`config.mk`:
```
export PLATFORM = sky130hd
export DESIGN_NAME = apb_master
export DESIGN_NICKNAME = d
export VERILOG_FILES = /design/src/rtl/apb_master.sv
export SDC_FILE = /design/constraint.sdc
export NUM_CORES = 1
export LEC_CHECK = 0
export BUFFER_PORTS_ARGS = -buffer_cell sky130_fd_sc_hd__buf_2
export CAP_MARGIN = 30
export CORE_MARGIN = 4
export CORE_UTILIZATION = 30
export DETAILED_ROUTE_END_ITERATION = 8
export PLACE_DENSITY_LB_ADDON = 0.05
export SLEW_MARGIN = 15
export SYNTH_ARGS = -nofsm -noshare
export SYNTH_HDL_FRONTEND = slang
export SYNTH_SLANG_ARGS = --single-unit
```
`constraint.sdc`:
```
create_clock -name PCLK -period 2.86 [get_ports PCLK]
set_input_delay 0.715 -clock PCLK [delete_from_list [all_inputs] [get_ports PCLK]]
set_output_delay 0.715 -clock PCLK [all_outputs]
set_load 0.005 [all_outputs]
```
`src/rtl/apb_master.sv`:
```
// APB requester: one SETUP/ACCESS transfer per accepted command, with a
// registered valid/ready response and a wait-state timeout.
module apb_master #(
  parameter int unsigned ADDR_WIDTH     = 32,
  parameter int unsigned DATA_WIDTH     = 32,
  parameter int unsigned TIMEOUT_CYCLES = 16
) (
  input  logic                  PCLK,
  input  logic                  PRESETn,
  input  logic                  cmd_valid,
  output logic                  cmd_ready,
  input  logic                  cmd_write,
  input  logic [ADDR_WIDTH-1:0] cmd_addr,
  input  logic [DATA_WIDTH-1:0] cmd_wdata,
  output logic                  rsp_valid,
  input  logic                  rsp_ready,
  output logic [DATA_WIDTH-1:0] rsp_rdata,
  output logic                  rsp_err,
  output logic                  rsp_timeout,
  output logic                  PSEL,
  output logic                  PENABLE,
  output logic                  PWRITE,
  output logic [ADDR_WIDTH-1:0] PADDR,
  output logic [DATA_WIDTH-1:0] PWDATA,
  input  logic [DATA_WIDTH-1:0] PRDATA,
  input  logic                  PREADY,
  input  logic                  PSLVERR
);

  // A zero timeout still needs a legal (1-bit) counter width.
  localparam int unsigned CW = (TIMEOUT_CYCLES > 0) ? $clog2(TIMEOUT_CYCLES + 1) : 1;
  localparam logic [CW-1:0] CNT_LAST = CW'((TIMEOUT_CYCLES > 0) ? TIMEOUT_CYCLES - 1 : 0);

  typedef enum logic [1:0] {
    S_IDLE,
    S_SETUP,
    S_ACCESS,
    S_RESP
  } state_t;

  state_t                state_q, state_d;
  logic [CW-1:0]         cnt_q, cnt_d;
  logic                  psel_q, psel_d;
  logic                  penable_q, penable_d;
  logic                  pwrite_q, pwrite_d;
  logic [ADDR_WIDTH-1:0] paddr_q, paddr_d;
  logic [DATA_WIDTH-1:0] pwdata_q, pwdata_d;
  logic                  rsp_valid_q, rsp_valid_d;
  logic [DATA_WIDTH-1:0] rsp_rdata_q, rsp_rdata_d;
  logic                  rsp_err_q, rsp_err_d;
  logic                  rsp_timeout_q, rsp_timeout_d;

  always_ff @(posedge PCLK or negedge PRESETn) begin
    if (!PRESETn) begin
      state_q       <= S_IDLE;
      cnt_q         <= '0;
      psel_q        <= 1'b0;
      penable_q     <= 1'b0;
      pwrite_q      <= 1'b0;
      paddr_q       <= '0;
      pwdata_q      <= '0;
      rsp_valid_q   <= 1'b0;
      rsp_rdata_q   <= '0;
      rsp_err_q     <= 1'b0;
      rsp_timeout_q <= 1'b0;
    end else begin
      state_q       <= state_d;
      cnt_q         <= cnt_d;
      psel_q        <= psel_d;
      penable_q     <= penable_d;
      pwrite_q      <= pwrite_d;
      paddr_q       <= paddr_d;
      pwdata_q      <= pwdata_d;
      rsp_valid_q   <= rsp_valid_d;
      rsp_rdata_q   <= rsp_rdata_d;
      rsp_err_q     <= rsp_err_d;
      rsp_timeout_q <= rsp_timeout_d;
    end
  end

  always_comb begin
    state_d       = state_q;
    cnt_d         = cnt_q;
    psel_d        = psel_q;
    penable_d     = penable_q;
    pwrite_d      = pwrite_q;
    paddr_d       = paddr_q;
    pwdata_d      = pwdata_q;
    rsp_valid_d   = rsp_valid_q;
    rsp_rdata_d   = rsp_rdata_q;
    rsp_err_d     = rsp_err_q;
    rsp_timeout_d = rsp_timeout_q;
    case (state_q)
      S_IDLE: begin
        if (cmd_valid) begin
          pwrite_d  = cmd_write;
          paddr_d   = cmd_addr;
          pwdata_d  = cmd_wdata;
          psel_d    = 1'b1;
          penable_d = 1'b0;
          state_d   = S_SETUP;
        end
      end
      S_SETUP: begin
        penable_d = 1'b1;
        cnt_d     = '0;
        state_d   = S_ACCESS;
      end
      S_ACCESS: begin
        if (PREADY) begin
          rsp_rdata_d   = pwrite_q ? '0 : PRDATA;
          rsp_err_d     = PSLVERR;
          rsp_timeout_d = 1'b0;
          psel_d        = 1'b0;
          penable_d     = 1'b0;
          rsp_valid_d   = 1'b1;
          state_d       = S_RESP;
        end else if ((TIMEOUT_CYCLES != 0) && (cnt_q == CNT_LAST)) begin
          rsp_rdata_d   = '0;
          rsp_err_d     = 1'b1;
          rsp_timeout_d = 1'b1;
          psel_d        = 1'b0;
          penable_d     = 1'b0;
          rsp_valid_d   = 1'b1;
          state_d       = S_RESP;
        end else if (cnt_q != '1) begin
          cnt_d = cnt_q + CW'(1);
        end
      end
      S_RESP: begin
        if (rsp_ready) begin
          rsp_valid_d = 1'b0;
          state_d     = S_IDLE;
        end
      end
      default: state_d = S_IDLE;
    endcase
  end

  assign cmd_ready   = (state_q == S_IDLE);
  assign rsp_valid   = rsp_valid_q;
  assign rsp_rdata   = rsp_rdata_q;
  assign rsp_err     = rsp_err_q;
  assign rsp_timeout = rsp_timeout_q;
  assign PSEL        = psel_q;
  assign PENABLE     = penable_q;
  assign PWRITE      = pwrite_q;
  assign PADDR       = paddr_q;
  assign PWDATA      = pwdata_q;

endmodule

```
==> out/qor.yml, run 1 <==
slowest_delay_ns: 0.71
row_count: 43
crit_path_end_kind: "flop"
synth_area_per_cell_um2: 12.7
ys_ff_latch: 109
grt_max_degree: 67
mostFrequentLayoutCells: "204 x buf_2, 109 x dfrtp_1, 67 x mux2_2"
dr.pass1.iters: 5
hpwl_um: 8380
fillCellCount: 1418
layout.nets: 658
grt_remaining_overflow: 0
r2r-start: "cnt_q[0]$_DFFE_PN0P_"
antenna_found_initial: 0
fin_crit_sh_pct: 78.5
outcome: "complete, no violations"
relSlewSlack_pct: 72.1
vias: 3193
async_reset_ff_share_pct: 100
cts_setup_buffers: 0
initial_core_util_pct: 31.0
cts_tree: "done"
cpMaxStageDelayCell: "or4b_1"
ir_drop_uv: 526
rsz0062_at_grt: "no"
final_antenna_net_count: 0
clock_latency_ns: 0.35
worstPathCellList: "ha_1 > and3_1 > ha_1 > or4b_1 > o211ai_2 > o31ai_2"
grt.total_usage_pct: 13.7
drv_slew: 0
hold_buffers: 0
r2r_slack_ns: 0.62
drt_iter0_markers: 125
path_max_fanout: 8
powerDensity_nw_per_um2: 1050
rr_worst_depth: 6
worstReg2RegEnd: "cnt_q[3]$_DFFE_PN0P_"
ys_types: 26
required_ns: 3.09
final_common_cell: "buf_2"
yosys-top-cells-area: "dfrtp_1 63%, mux2_2 17%, nand2_1 5.7%, o21ai_0 4.0%, ha_1 2.6%"
ys_dominant_reg_cell: "dfrtp_1"
antenna_cells: 0
hp-class: "input pin to asynchronous set/reset pin"
htreeDepth: 3
crit_top_cell: "ha_1"
grt_pass1_wl_um: 17700
gp_congestion: 0.737
setup_viol: 0
drc: 0
syn_nets: 456
yosysWarningCount: 0
synth_area_leader_cell: "dfrtp_1"
drive_gt1_share_pct: 54.3
cts_resized: 0
wire_per_inst_um: 15.3
portBuffers: 205
area_growth_pct: 36.0
clockBufferDepth: 2
syn_inst: 344
cp.arrival_ns: 2.47
power_mw: 6.21
fin_worst_skew_ns: 0.00504
io-pin-count: 206
clock-sinks: 109
grt_pass1_vias: 3357
hold_ws_ns: 0.294
max_cap_violations: 0
syn_area_um2: 4350
start_kind: "flop"
p_leak_nw: 3.01
die_h_um: 128
synth_top_area_share_pct: 62.7
cts.clk_slew.worst_paths_ns: 0.07
viasPerCell: 4.37
setup_tns_ns: 0
synth_enable_flop_cells: 0
wl_um: 11200
final_core_utilization_pct: 42.2
die_area_um2: 16500
ys_seq_area_share_pct: 62.7
worstSetupPathType: "flop to flop"
core_um2: 14000
period_needed_ns: 2.24
cts_made_buffers: 9
final_hold_viol_count: 0
tightest_slew_ns: 0.418
cts_root_buf: "clkbuf_16"
fp.dieW_um: 128
fmax_mhz: 446
==> registers in the layout, indices dropped and copies added, names as in the netlist <==
register	cells
rsp_err	1
rsp_valid	1
PENABLE	1
cnt_q	5
PADDR	32
rsp_timeout	1
PWDATA	32
rsp_rdata	32
PWRITE	1
PSEL	1
state_q	2
==> metal layers <==
layer  GRT usage (%)  share of wire [%]  up-vias
met5               0                  0        -
met4            4.31                1.2        0
met3            4.90                8.2        9
met2            23.0                 50      110
met1            16.4                 40     1520
li1                -                  -     1554
==> critical path: cells and delay by family (launching register included) <==
| kind | cells | cell delay, ns |
|---|---|---|
| AO/OA/AOI/OAI | 2 | 0.32 |
| AND/OR/NAND/NOR | 2 | 0.91 |
| flip-flops | 1 | 0.41 |
| adder cells (fa/ha/maj) | 2 | 0.49 |
==> area by class of cell <==
| class | instances | area, µm² | share of cell area [%] |
|---|---|---|---|
| Sequential cell | 109 | 2730 | 46.1 |
| Multi-Input combinational cell | 209 | 1520 | 25.6 |
| Timing Repair Buffer | 211 | 1110 | 18.8 |
| Clock buffer | 10 | 229 | 3.87 |
| Tap cell | 180 | 225 | 3.80 |
| Clock inverter | 6 | 87.6 | 1.48 |
| Inverter | 6 | 22.5 | 0.380 |
==> synth_stat cells, drive strengths merged (2+ instances only) <==
library cell	count
o21ai	40
dfrtp	109
clkbuf	4
nand3	4
nor3b	2
buf	16
ha	9
inv	6
a21oi	4
nor2b	3
nor2	3
mux2	67
nand2	66
==> per-stage QoR <==
stage | area [µm²] | std cells | setup slack, ns
finish | 5920 | 731 | 0.616
global route | 5920 | 731 | 0.513
CTS | 5920 | 731 | 0.600
detailed placement | 5600 | 715 | 0.609
global placement | 5600 | 715 | 0.682
floorplan | 4350 | 344 | 0.836
==> how the worst max path moves through the flow <==
stage                               from              endpoint  slack (ns)  cells after the start
finish              cnt_q[0]$_DFFE_PN0P_  cnt_q[3]$_DFFE_PN0P_        0.62                      6
global route        cnt_q[0]$_DFFE_PN0P_  cnt_q[3]$_DFFE_PN0P_        0.51                      6
CTS                 cnt_q[0]$_DFFE_PN0P_  cnt_q[3]$_DFFE_PN0P_        0.60                      6
detailed placement  cnt_q[0]$_DFFE_PN0P_  cnt_q[3]$_DFFE_PN0P_        0.61                      6
global placement    cnt_q[0]$_DFFE_PN0P_  cnt_q[3]$_DFFE_PN0P_        0.68                      6
floorplan           cnt_q[0]$_DFFE_PN0P_  cnt_q[3]$_DFFE_PN0P_        0.84                      7
==> kinds of logic after synthesis <==
logic type	synth area share, %
compound gates	6.10
simple gates	8.02
mux	17.6
fa+ha+maj	2.59
xor+xnor	0.201
flops	62.7
buf+inv	2.85
==> where the power goes <==
part	total [mW]	internal (mW)	switching, mW
Clock	1.33	0.768	0.561
Sequential	2.63	2.28	0.356
Combinational	2.24	1.22	1.03
Total	6.21	4.26	1.94
Power figures use the tool's default switching activity.
==> inputs of run 2 (changes only) <==
--- a/config.mk
+++ b/config.mk
@@ -5,6 +5,7 @@
 export SDC_FILE = /design/constraint.sdc
 export NUM_CORES = 1
 export LEC_CHECK = 0
+export ABC_AREA = 1
 export BUFFER_PORTS_ARGS = -buffer_cell sky130_fd_sc_hd__buf_2
 export CAP_MARGIN = 30
 export CORE_MARGIN = 4
==> constraint.sdc (replaced) <==
create_clock -name PCLK -period 2.3 [get_ports PCLK]
set_input_delay 0.575 -clock PCLK [delete_from_list [all_inputs] [get_ports PCLK]]
set_output_delay 0.575 -clock PCLK [all_outputs]
set_load 0.005 [all_outputs]
==> run 2 against run 1 <==
Effect of this change: core utilization shrank 0.89 points; synthesized area rose by 5.5%; non-clock buffer count up 6; global-route usage is 1.9 points higher.
==> out/qor.yml, run 2 <==
outcome: "complete, no violations"
grt_use_met2_pct: 25.4  # +2.4 points
drc: 0  # unchanged
rsz0062_at_grt: "no"
ys_ff_latch: 109  # unchanged
initial_core_util_pct: 31.1  # +0.14 points
fin_crit_sh_pct: 82.3  # +3.9 points
setup_viol: 0  # unchanged
ys_seq_area_share_pct: 59.4  # -3.3 points
syn_inst: 516  # +50%
io-pin-count: 206  # unchanged
timing.final.ws_setup_ns: 0.406  # -0.210 ns
grt_pass1_wl_um: 22000  # +24%
antenna_found_initial: 1  # +1
yosysWarningCount: 0  # unchanged
wire_per_inst_um: 15.1  # -1.5%
pre_cts_slack_ns: 0.433  # -0.176 ns
cts_tree: "done"
crit_path_end_kind: "flop"
async_reset_ff_share_pct: 100  # unchanged
comb_power_share_pct: 38.1  # +2.0 points
synth_top_area_share_pct: 59.4  # -3.3 points
register_area_um2: 2730  # unchanged
syn_area_um2: 4590  # +5.5%
drt_iter0_markers: 250  # +100%
die_h_um: 132  # +2.6%
fin_worst_skew_ns: 0.00697  # +0.00193 ns
design_area_um2: 6090  # +2.9%
synth_area_per_cell_um2: 8.90  # -30%
wl_um: 13700  # +22%
seqPwrFrac_pct: 42.4  # about the same
cpMaxStageDelayCell: "dfrtp_1"
synth_area_leader_cell: "dfrtp_1"
final_hold_viol_count: 0  # unchanged
grt_max_degree: 61  # -9.0%
setup_tns_ns: 0  # unchanged
final_antenna_net_count: 0  # unchanged
vias: 4126  # +29%
p_leak_nw: 3.59  # +19%
fillCellCount: 1587  # +12%
mostFrequentLayoutCells: "224 x nand2_1, 204 x buf_2, 109 x dfrtp_1"
hold_ws_ns: 0.152  # -0.142 ns
relSlewSlack_pct: 72.2  # +0.079 points
slowest_delay_ns: 0.42  # -0.29 ns
netSwitchingFraction_pct: 37.7  # +6.4 points
clockPowerShare_pct: 19.5  # -1.9 points
max_cap_violations: 0  # unchanged
clockBufferDepth: 2  # unchanged
grt_remaining_overflow: 0  # unchanged
crit_top_cell: "nand2_1"
fp.dieW_um: 132  # +2.6%
multi_input_area_um2: 1610  # +6.0%
clock-sinks: 109  # unchanged
yosys-top-cells-area: "dfrtp_1 59%, nand2_1 18%, nand3_1 12%, ha_1 2.5%, buf_2 2.2%"
syn_nets: 628  # +38%
die_area_um2: 17400  # +5.2%
cts_root_buf: "clkbuf_16"
path_max_fanout: 36  # +28
required_ns: 2.59  # -0.50 ns
core_um2: 14800  # +5.1%
ys_types: 19  # -27%
dpl_cell_area_um2: 5810  # +3.7%
period_needed_ns: 1.89  # -0.350 ns
cp.arrival_ns: 2.19  # -0.28 ns
final_common_cell: "nand2_1"
htreeDepth: 3  # unchanged
cts_resized: 0  # unchanged
ys_dominant_reg_cell: "dfrtp_1"
switching_power_mw: 2.87  # +48%
portBuffers: 205  # unchanged
grt_pass1_vias: 4126  # +23%
area_growth_pct: 32.6
start_kind: "flop"
cts.clk_slew.worst_paths_ns: 0.07  # about the same
powerDensity_nw_per_um2: 1250  # +19%
worstPathCellList: "ha_1 > nand2_1 > nor2_1 > ha_1 > nand2_1 > nand2_4 > inv_6 > nand2_1 > nand2_1"
grt.total_usage_pct: 15.6  # +1.9 points
p_int_mw: 4.73  # +11%
dr.pass1.iters: 4  # -1
synth.most_common_cell: "nand2_1"
tightest_slew_ns: 0.416  # -0.00155 ns
gp_congestion: 0.752  # +2.1%
fmax_mhz: 528  # +19%
cts_setup_buffers: 0  # unchanged
synth_enable_flop_cells: 0  # unchanged
grt_busiest_layer: "met2"
drive_gt1_share_pct: 33.9  # -20 points
hp-class: "input pin to asynchronous set/reset pin"
viasPerCell: 4.57  # +4.6%
antenna_cells: 0  # unchanged
clock_latency_ns: 0.35  # about the same
use_met3_pct: 4.73  # -0.17 points
cts_made_buffers: 9  # unchanged
hpwl_um: 9710  # +16%
row_count: 44  # +2.3%
worstSetupPathType: "flop to flop"
synthTopCellsByCount: "225 x nand2_1, 109 x dfrtp_1, 107 x nand3_1"
hold_buffers: 0  # unchanged
gr-usage-met1_pct: 20.2  # +3.8 points
layout.nets: 826  # +26%
ir_drop_uv: 490  # -6.8%
drv_slew: 0  # unchanged
-- run 2: cell count changes after synthesis, moves of 5 or more --
cell / delta
o21ai_1: -5
nand3_1: +103
mux2_2: -67
buf_2: +5
nand2_1: +159
o21ai_0: -35
inv_1: +12
nand2_2: +5
-- run 2: cells by family after synthesis --
family	share of synthesized area [%]
buf+inv	5.72
fa+ha+maj	2.45
simple gates	31.9
compound gates	0.545
flops	59.4
-- run 2: layout make-up --
type,instances,area share (%)
flip-flops and latches,109,44.8
multi-input cells,358,26.4
repair buffers,217,19.2
clock buffers,10,3.93
well taps,184,3.78
inverters,19,1.25
clock inverters,6,0.637
-- run 2: power groups by stage --
stage               logic [mW]  clock network, mW  registers [mW]
CTS                       2.98               1.55            3.23
floorplan                 1.48                  0            3.30
detailed placement        2.97                  0            3.25
finish                    2.90               1.48            3.22
global placement          2.93                  0            3.24
global route              3.30               1.63            3.34
-- run 2: worst max-delay path: cells and delay by family (launching register included) --
family,cells,cell delay (ns)
buffers and inverters,1,0.32
adder cells (fa/ha/maj),2,0.41
flip-flops,1,0.42
AND/OR/NAND/NOR,6,0.66
-- run 2: worst paths after layout --
check / from / to / slack, ns / cells after the start
hold reg to reg: PADDR[19]$_DFFE_PN0P_ / PADDR[19]$_DFFE_PN0P_ / 0.46 / 2
setup / recovery: cnt_q[0]$_DFFE_PN0P_ / rsp_rdata[29]$_DFFE_PN0P_ / 0.41 / 9
setup reg to reg: cnt_q[0]$_DFFE_PN0P_ / rsp_rdata[29]$_DFFE_PN0P_ / 0.41 / 9
min in group PCLK: PRDATA[31] / rsp_rdata[31]$_DFFE_PN0P_ / 0.44 / 3
hold / removal: PRESETn / rsp_rdata[8]$_DFFE_PN0P_ / 0.15 / 1
max in group asynchronous: PRESETn / rsp_err$_DFFE_PN0P_ / 1.57 / 2
-- run 2: per-stage QoR --
step                      power [mW]  cells  utilization (%)
after floorplan                 4.78    516                -
after global placement          6.17    887             39.4
after detailed placement        6.23    887             39.4
after CTS                       7.76    903             41.3
after global routing            8.27    903             41.3
final                           7.60    903             41.3
-- run 2: metal layers --
metal  wire length (µm)  part of all wire (%)
met2               6360                    47
met3                898                   6.6
met4                218                   1.6
met5                  7                 0.051
met1               6170                    45
